==> config.mk <==
export PLATFORM = sky130hd
export DESIGN_NAME = mem_req_arbiter
export DESIGN_NICKNAME = d
export VERILOG_FILES = /design/src/rtl/mem_req_arbiter_pkg.sv /design/src/rtl/mem_req_arbiter.sv
export SDC_FILE = /design/constraint.sdc
export NUM_CORES = 1
export LEC_CHECK = 0
export ABC_AREA = 0
export BUFFER_PORTS_ARGS = -buffer_cell sky130_fd_sc_hd__buf_4
export CAP_MARGIN = 10
export CORE_AREA = 4 4 152 154
export DETAILED_ROUTE_END_ITERATION = 7
export DIE_AREA = 0 0 156 158
export PLACE_DENSITY = 0.48
export SLEW_MARGIN = 20
export SYNTH_ARGS = -nofsm -noshare
export SYNTH_HDL_FRONTEND = slang
export SYNTH_SLANG_ARGS = --single-unit
==> constraint.sdc <==
create_clock -name clk -period 1.7 [get_ports clk]
set_input_delay 0.255 -clock clk [delete_from_list [all_inputs] [get_ports clk]]
set_output_delay 0.255 -clock clk [all_outputs]
set_load 0.05 [all_outputs]
==> src/rtl/mem_req_arbiter_pkg.sv <==
// mem_req_arbiter_pkg: shared memory-interface widths and client identifiers for the
// icache/dcache memory request arbiter.
//   MEM_ADDR_BITS  - line address width
//   MEM_TAG_BITS   - memory request/response tag width
//   MEM_DATA_BITS  - data beat width (MEM_MASK_BITS = one mask bit per byte)
//   ARB_IC/ARB_DC  - client ids carried in the low bit of the memory tag
package mem_req_arbiter_pkg;

  localparam int unsigned MEM_ADDR_BITS = 32;
  localparam int unsigned MEM_TAG_BITS  = 4;
  localparam int unsigned MEM_DATA_BITS = 64;
  localparam int unsigned MEM_MASK_BITS = MEM_DATA_BITS / 8;

  localparam logic ARB_IC = 1'b0;
  localparam logic ARB_DC = 1'b1;

  // Memory tag for a client: zero-extended client id.
  function automatic logic [MEM_TAG_BITS-1:0] client_tag(input logic id);
    logic [MEM_TAG_BITS-1:0] tag;
    tag    = '0;
    tag[0] = id;
    return tag;
  endfunction

endpackage

==> src/rtl/mem_req_arbiter.sv <==
// mem_req_arbiter: arbitrates icache line fills and dcache fills/write-backs onto a single
// memory port, one transaction outstanding at a time.
//   clk, reset (async, active-low)
//   ic_req_*  : icache fill request; ic_resp_valid marks resp_data beats for the icache
//   dc_req_*  : dcache request (rw=1 write-back); dc_data_* write beats; dc_resp_valid
//   mem_req_*      : memory request channel (addr, rw, tag = client id)
//   mem_req_data_* : memory write-data channel, passed through from the dcache
//   mem_resp_*     : memory response; beats with a non-matching tag are dropped
// Build option: define ARB_ROUND_ROBIN_EN to alternate grants on simultaneous requests;
// otherwise the dcache always wins.
module mem_req_arbiter
  import mem_req_arbiter_pkg::*;
#(
  parameter int unsigned DATA_BEATS = 4
) (
  input  logic                     clk,
  input  logic                     reset,
  input  logic                     ic_req_valid,
  output logic                     ic_req_ready,
  input  logic [MEM_ADDR_BITS-1:0] ic_req_addr,
  output logic                     ic_resp_valid,
  input  logic                     dc_req_valid,
  output logic                     dc_req_ready,
  input  logic                     dc_req_rw,
  input  logic [MEM_ADDR_BITS-1:0] dc_req_addr,
  input  logic                     dc_data_valid,
  output logic                     dc_data_ready,
  input  logic [MEM_DATA_BITS-1:0] dc_data_bits,
  input  logic [MEM_MASK_BITS-1:0] dc_data_mask,
  output logic                     dc_resp_valid,
  output logic [MEM_DATA_BITS-1:0] resp_data,
  output logic                     mem_req_valid,
  input  logic                     mem_req_ready,
  output logic                     mem_req_rw,
  output logic [MEM_ADDR_BITS-1:0] mem_req_addr,
  output logic [MEM_TAG_BITS-1:0]  mem_req_tag,
  output logic                     mem_req_data_valid,
  input  logic                     mem_req_data_ready,
  output logic [MEM_DATA_BITS-1:0] mem_req_data_bits,
  output logic [MEM_MASK_BITS-1:0] mem_req_data_mask,
  input  logic                     mem_resp_valid,
  input  logic [MEM_TAG_BITS-1:0]  mem_resp_tag,
  input  logic [MEM_DATA_BITS-1:0] mem_resp_data
);

  localparam int unsigned    CntW     = (DATA_BEATS > 1) ? $clog2(DATA_BEATS) : 1;
  localparam logic [CntW-1:0] LastBeat = CntW'(DATA_BEATS - 1);

  typedef enum logic [1:0] {StIdle, StAddr, StWdata, StRresp} state_e;

  state_e                   state_q, state_d;
  logic [CntW-1:0]          cnt_q, cnt_d;
  logic [MEM_ADDR_BITS-1:0] addr_q;
  logic                     rw_q;
  logic                     id_q;
  logic [MEM_TAG_BITS-1:0]  tag_full;
  logic                     grant, grant_dc, resp_hit, beat_fire;

  assign grant = (state_q == StIdle) && (ic_req_valid || dc_req_valid);

`ifdef ARB_ROUND_ROBIN_EN
  logic last_q;

  // On a tie, serve whichever client did not win the previous grant.
  assign grant_dc = dc_req_valid && (!ic_req_valid || (last_q == ARB_IC));

  always_ff @(posedge clk or negedge reset) begin
    if (!reset) begin
      last_q <= ARB_IC;
    end else if (grant) begin
      last_q <= grant_dc ? ARB_DC : ARB_IC;
    end
  end
`else
  assign grant_dc = dc_req_valid;
`endif

  assign tag_full  = client_tag(id_q);
  assign resp_hit  = (state_q == StRresp) && mem_resp_valid && (mem_resp_tag == tag_full);
  assign beat_fire = (state_q == StWdata) ? (dc_data_valid && mem_req_data_ready) : resp_hit;

  // State register and latched request.
  always_ff @(posedge clk or negedge reset) begin
    if (!reset) begin
      state_q <= StIdle;
      cnt_q   <= '0;
      addr_q  <= '0;
      rw_q    <= 1'b0;
      id_q    <= ARB_IC;
    end else begin
      state_q <= state_d;
      cnt_q   <= cnt_d;
      if (grant) begin
        addr_q <= grant_dc ? dc_req_addr : ic_req_addr;
        rw_q   <= grant_dc && dc_req_rw;  // icache never writes
        id_q   <= grant_dc ? ARB_DC : ARB_IC;
      end
    end
  end

  // Next-state logic.
  always_comb begin
    state_d = state_q;
    cnt_d   = cnt_q;
    unique case (state_q)
      StIdle: begin
        if (grant) state_d = StAddr;
      end
      StAddr: begin
        if (mem_req_ready) begin
          state_d = rw_q ? StWdata : StRresp;
          cnt_d   = '0;
        end
      end
      StWdata, StRresp: begin
        if (beat_fire) begin
          cnt_d = cnt_q + 1'b1;
          if (cnt_q == LastBeat) state_d = StIdle;
        end
      end
    endcase
  end

  // Outputs. Request readies are gated by reset so nothing is acknowledged while it is held.
  always_comb begin
    ic_req_ready       = 1'b0;
    dc_req_ready       = 1'b0;
    ic_resp_valid      = 1'b0;
    dc_resp_valid      = 1'b0;
    resp_data          = '0;
    dc_data_ready      = 1'b0;
    mem_req_valid      = 1'b0;
    mem_req_rw         = 1'b0;
    mem_req_addr       = '0;
    mem_req_tag        = '0;
    mem_req_data_valid = 1'b0;
    mem_req_data_bits  = '0;
    mem_req_data_mask  = '0;
    unique case (state_q)
      StIdle: begin
        ic_req_ready = reset && ic_req_valid && !grant_dc;
        dc_req_ready = reset && dc_req_valid && grant_dc;
      end
      StAddr: begin
        mem_req_valid = 1'b1;
        mem_req_rw    = rw_q;
        mem_req_addr  = addr_q;
        mem_req_tag   = tag_full;
      end
      StWdata: begin
        mem_req_data_valid = dc_data_valid;
        dc_data_ready      = mem_req_data_ready;
        mem_req_data_bits  = dc_data_bits;
        mem_req_data_mask  = dc_data_mask;
      end
      StRresp: begin
        if (resp_hit) begin
          resp_data     = mem_resp_data;
          ic_resp_valid = (id_q == ARB_IC);
          dc_resp_valid = (id_q == ARB_DC);
        end
      end
    endcase
  end

endmodule
## Word-level counts from Yosys, hierarchy flattened

Index checks and enable logic that the tools add are counted.
W data, S select, Z words.

- Logic and storage cells: 60
- Bits in registers: 38

- Muxes and demuxes: 28
- Bitwise operators: 1
- $add $sub $neg: 1
- Equal/unequal tests: 9
- Reductions and logical operators: 16

Operator list:

| cell | number |
|---|---|
| $mux W64 | 3 |
| $mux W32 | 2 |
| $mux W1 | 14 |
| $mux W2 | 6 |
| $logic_and A1 B1 Y1 | 9 |
| $mux W8 | 1 |
| $ne A2 B2 Y1 const B | 4 |
| $eq A2 B2 Y1 const B | 3 |
| $pmux W2 S3 | 1 |
| $eq A4 B1 Y1 | 1 |
| $pmux W2 S2 | 1 |
| $reduce_and A4 Y1 | 1 |
| $reduce_and A3 Y1 | 1 |
| $add A2 B1 Y2 const B | 1 |
| $eq A2 B1 Y1 const B | 1 |
| $logic_not A2 Y1 | 1 |
| $reduce_bool A2 Y1 | 1 |
| $reduce_or A2 Y1 | 1 |
| $logic_not A1 Y1 | 1 |
| $logic_or A1 B1 Y1 | 1 |
| $not A1 Y1 | 1 |

## Logic depth before layout (Yosys ltp)

- Word-level depth: 6
- Gate-level depth with buffers: 7

## Least setup slack after synthesis

OpenSTA, ideal clock, no wires.

- Kind: register to output
- Start: register state_q[0]
- End: output port ic_req_ready
- Buffers on the path: 1
- Data required time: 1445 ps
- Cell stages (with the launch flop): 5
- Arrival: 1912 ps
- Setup slack: -467 ps
- Cells stage by stage: dfrtp_1 buf_2 nor2_2 nand2_1 nor3b_1

- Longest elaborated chain between the ends: 2

RTL lines:

| item | line | source |
|---|---|---|
| start, declared | mem_req_arbiter.sv:51 | `state_e state_q, state_d;` |
| start signal, assigned | mem_req_arbiter.sv:85 | `state_q <= StIdle;` |
| start signal, assigned | mem_req_arbiter.sv:91 | `state_q <= state_d;` |
| $logic_not A2 Y1 | mem_req_arbiter.sv:139 | `unique case (state_q)` |
| $mux W1 | mem_req_arbiter.sv:139 |  |
| end, declared | mem_req_arbiter.sv:19 | `output logic ic_req_ready,` |

Every way passes these cells.

## Worst setup path after layout

- Start: register state_q[0]
- End: output port mem_req_data_bits[49]

- Longest elaborated chain between the ends: 2

RTL lines:

| item | line | source |
|---|---|---|
| $eq A2 B2 Y1 | mem_req_arbiter.sv:139 |  |
| $mux W64 | mem_req_arbiter.sv:139 |  |
| end, declared | mem_req_arbiter.sv:39 | `output logic [MEM_DATA_BITS-1:0] mem_req_data_bits,` |

Every way passes these cells.

==> run summary <==
core box area: 21,690 um^2
vias: 4,111
Max stage delay on crit path: 0.41 ns
Gate power share: 68.1%
Initial Utilization: 14.19%
CP Data Required Time: 1.44 ns
fin area: 8127 um^2
warning count from the yosys run: 0
Clock Sinks: 38
CTS clk-pin slew, worst paths: 0.06 ns
Iter 0 DRT Violations: 99
share of cells above drive strength 1: 75.92%
gr ovfl total: 0
Final Worst Setup Slack: -0.2682 ns
Rows: 54
fraction of synthesized area in multiplexers: 11.42%
die height: 158 um
CP Max Fanout: 5
minimum clock period: 1.968 ns
failing checks: setup timing
CP Class: flip-flop to output port
Final Hold Fails: 0
adder-cell share of the synthesized area: 0.4065%
initial antenna violation count: 1
router iterations before antenna repair: 4
Syn Area/Cell: 8.100 um^2
Ports: 393
final antenna-violating net count: 0
Cell Int Power: 4064 uW
largest net degree at the start of global routing: 58
Final setup viols: 174
peak supply drop: 499.9 uV
max cap viols: 0
WL/cell: 19.07 um
DR vias/cell: 3.860
CTS Buffer Depth: 2
area share of xor/xnor cells in the synthesized design: 0.2846%
synth top area cells: and2_1, dfrtp_1, mux2i_1
cell taking the most area after synthesis: and2_1
Clock Tree Root: clkbuf_16
CTS buffer count: 5
sequential element share of the synthesized area: 30.89%
dpl hpwl: 15,030 um
R2R setup slack: 0.04 ns
clock skew: 0.003037 ns
switching power share of the total: 43.24%
Layout Nets: 999
RSZ-0062 raised after global routing: yes
Worst Reg-to-Reg Cells: 6
area delta synth->final: 164.0%
Pleak: 0.004139 uW
register share of total power: 19.4%
Seq cells post-synth: 38
Post-Syn Area: 3078 um^2
Die Wd: 156 um
setup tns final: -35.52 ns
worst-skew pair later-pin latency: 0.28 ns
max-slew violation count: 0
signal arrival time at the worst endpoint: 1.71 ns
endpoint class of the critical path: output port
CP Launch Type: flip-flop
simple-gate area share of the yosys netlist: 42.52%
type of the most critical hold path: input pin to flip-flop
hold slack: 0.2076 ns
Sw Pwr: 3096 uW
port bufs: 389
Slowest cell on crit path: dfrtp_1
vias in the first global route: 4,108
PD cells: 881.1 nW/um^2
CTS tree: built
fin crit share: 115.8%
placed inst area: 6556 um^2
H-tree levels: 2
# diodes: 0
Post-Syn Instances: 380
status: finished with violations
Distinct cells, synth: 29
post-synthesis compound-gate area fraction: 7.642%
Clock power frac: 12.5%
first-pass GRT wire length: 26,810 um
crit-path cells: buf_4, nor2b_4, buf_12, bufbuf_16, and2_2, buf_6
Pwr Total: 7160 uW
WHS Path Cells: 3
Placer Congestion: 0.8068
Detailed Route WL: 20,310 um
largest family of logic cells by synthesized area: simple AND/OR/NAND/NOR gates
Die ar.: 24,650 um^2
FMAX: 0.5081 GHz
gr usage total: 14.42%
drt drc: 0
post-synth top area share: 34.96%
[Yosys cell counts (all sizes together)]
master  instances
and2          172
dfrtp          38
a21oi          36
nor2           35
mux2i          34
buf            22
clkbuf         12
nand2           5
inv             3
nor2b           3
o21ai           3
nand3           2
nor3            2
nor3b           2
a211oi          1
a21o            1
a22o            1
and3            1
conb            1
ha              1
mux2            1
nor4b           1
o21a            1
o22a            1
xor2            1
[per-layer routing]
metal	track usage, %	part of all wire [%]	up-vias
met5	0	0	-
met1	16.30	37	1877
met4	3.251	1.6	0
met2	27.18	53	208
li1	-	-	2013
met3	3.636	8.2	13
[path summary, 6_finish.rpt]
path	from	endpoint
setup reg to reg	id_q	cnt_q[0]
hold / removal	dc_req_rw	rw_q
min in group asynchronous	reset	rw_q
max in group asynchronous	reset	addr_q[28]
setup / recovery	state_q[0]	mem_req_data_bits[49]
hold reg to reg	addr_q[17]	addr_q[17]
[sequential cells by signal, indices dropped and copies added (netlist names)]
| name | cells |
|---|---|
| cnt_q | 2 |
| id_q | 1 |
| rw_q | 1 |
| addr_q | 32 |
| state_q | 2 |
[power groups by stage]
| stage | Combinational [uW] | Sequential (uW) | Clock, uW |
|---|---|---|---|
| after floorplan | 2370 | 1360 | 0 |
| after global placement | 3690 | 1400 | 0 |
| after detailed placement | 3680 | 1410 | 0 |
| after CTS | 4550 | 1400 | 945 |
| after global routing | 5150 | 1440 | 979 |
| final | 4870 | 1390 | 896 |
[cells by family (layout without fill, tap and decap cells)]
| logic type | count (synthesis) | count (layout) |
|---|---|---|
| adder cells (fa/ha/maj) | 1 | 1 |
| AND/OR/NAND/NOR | 223 | 223 |
| XOR/XNOR | 1 | 1 |
| multiplexers | 35 | 35 |
| buffers and inverters | 37 | 440 |
| AO/OA/AOI/OAI | 44 | 44 |
| flip-flops | 38 | 38 |
| other | 1 | 3 |
[area by class of cell]
class                           count  area (um^2)
Fill cell                        2188        13560
Timing Repair Buffer              430         4497
Tap cell                          280        350.3
Inverter                            3        11.26
Clock buffer                        6        128.9
Sequential cell                    38        950.9
Multi-Input combinational cell    307         2181
Clock inverter                      1        7.507
[timing repair]
action                                  in CTS  in global routing
buffers inserted                             7                  3
hold buffers                                 1                  0
resized for setup                          237                 44
endpoints found under the hold margin        6                  0
endpoints found under the setup margin     175                176
pin swaps                                    5                  0
gates cloned                                 7                  7
[worst max-delay path: cells and delay by family (launching register included)]
| kind | cells | cell delay (ns) |
|---|---|---|
| flops | 1 | 0.41 |
| buf+inv | 4 | 0.72 |
| simple gates | 2 | 0.29 |
[through the flow]
stage                     setup WS [ns]  util [%]  cells
final                           -0.2682     37.47   1065
after global routing            -0.3545     37.47   1065
after CTS                       -0.2803     36.00   1055
after detailed placement        -0.2769     30.23   1033
after global placement          -0.2124     30.23   1033
after floorplan               -0.009523         -    382
[layout by cell type, fill, tap and decap left out, types with 2 or more instances in the layout]
cell,instances
inv_1,3
nand2_1,5
nor2_1,34
a21oi_1,36
mux2i_1,34
nor2b_4,2
and2_1,20
nand3_1,2
o21ai_0,3
clkbuf_16,11
buf_6,112
and2_4,20
conb_1,3
buf_8,62
and2_2,132
buf_16,5
buf_12,12
buf_4,231
dfrtp_1,38
Power figures use the tool's default switching activity.
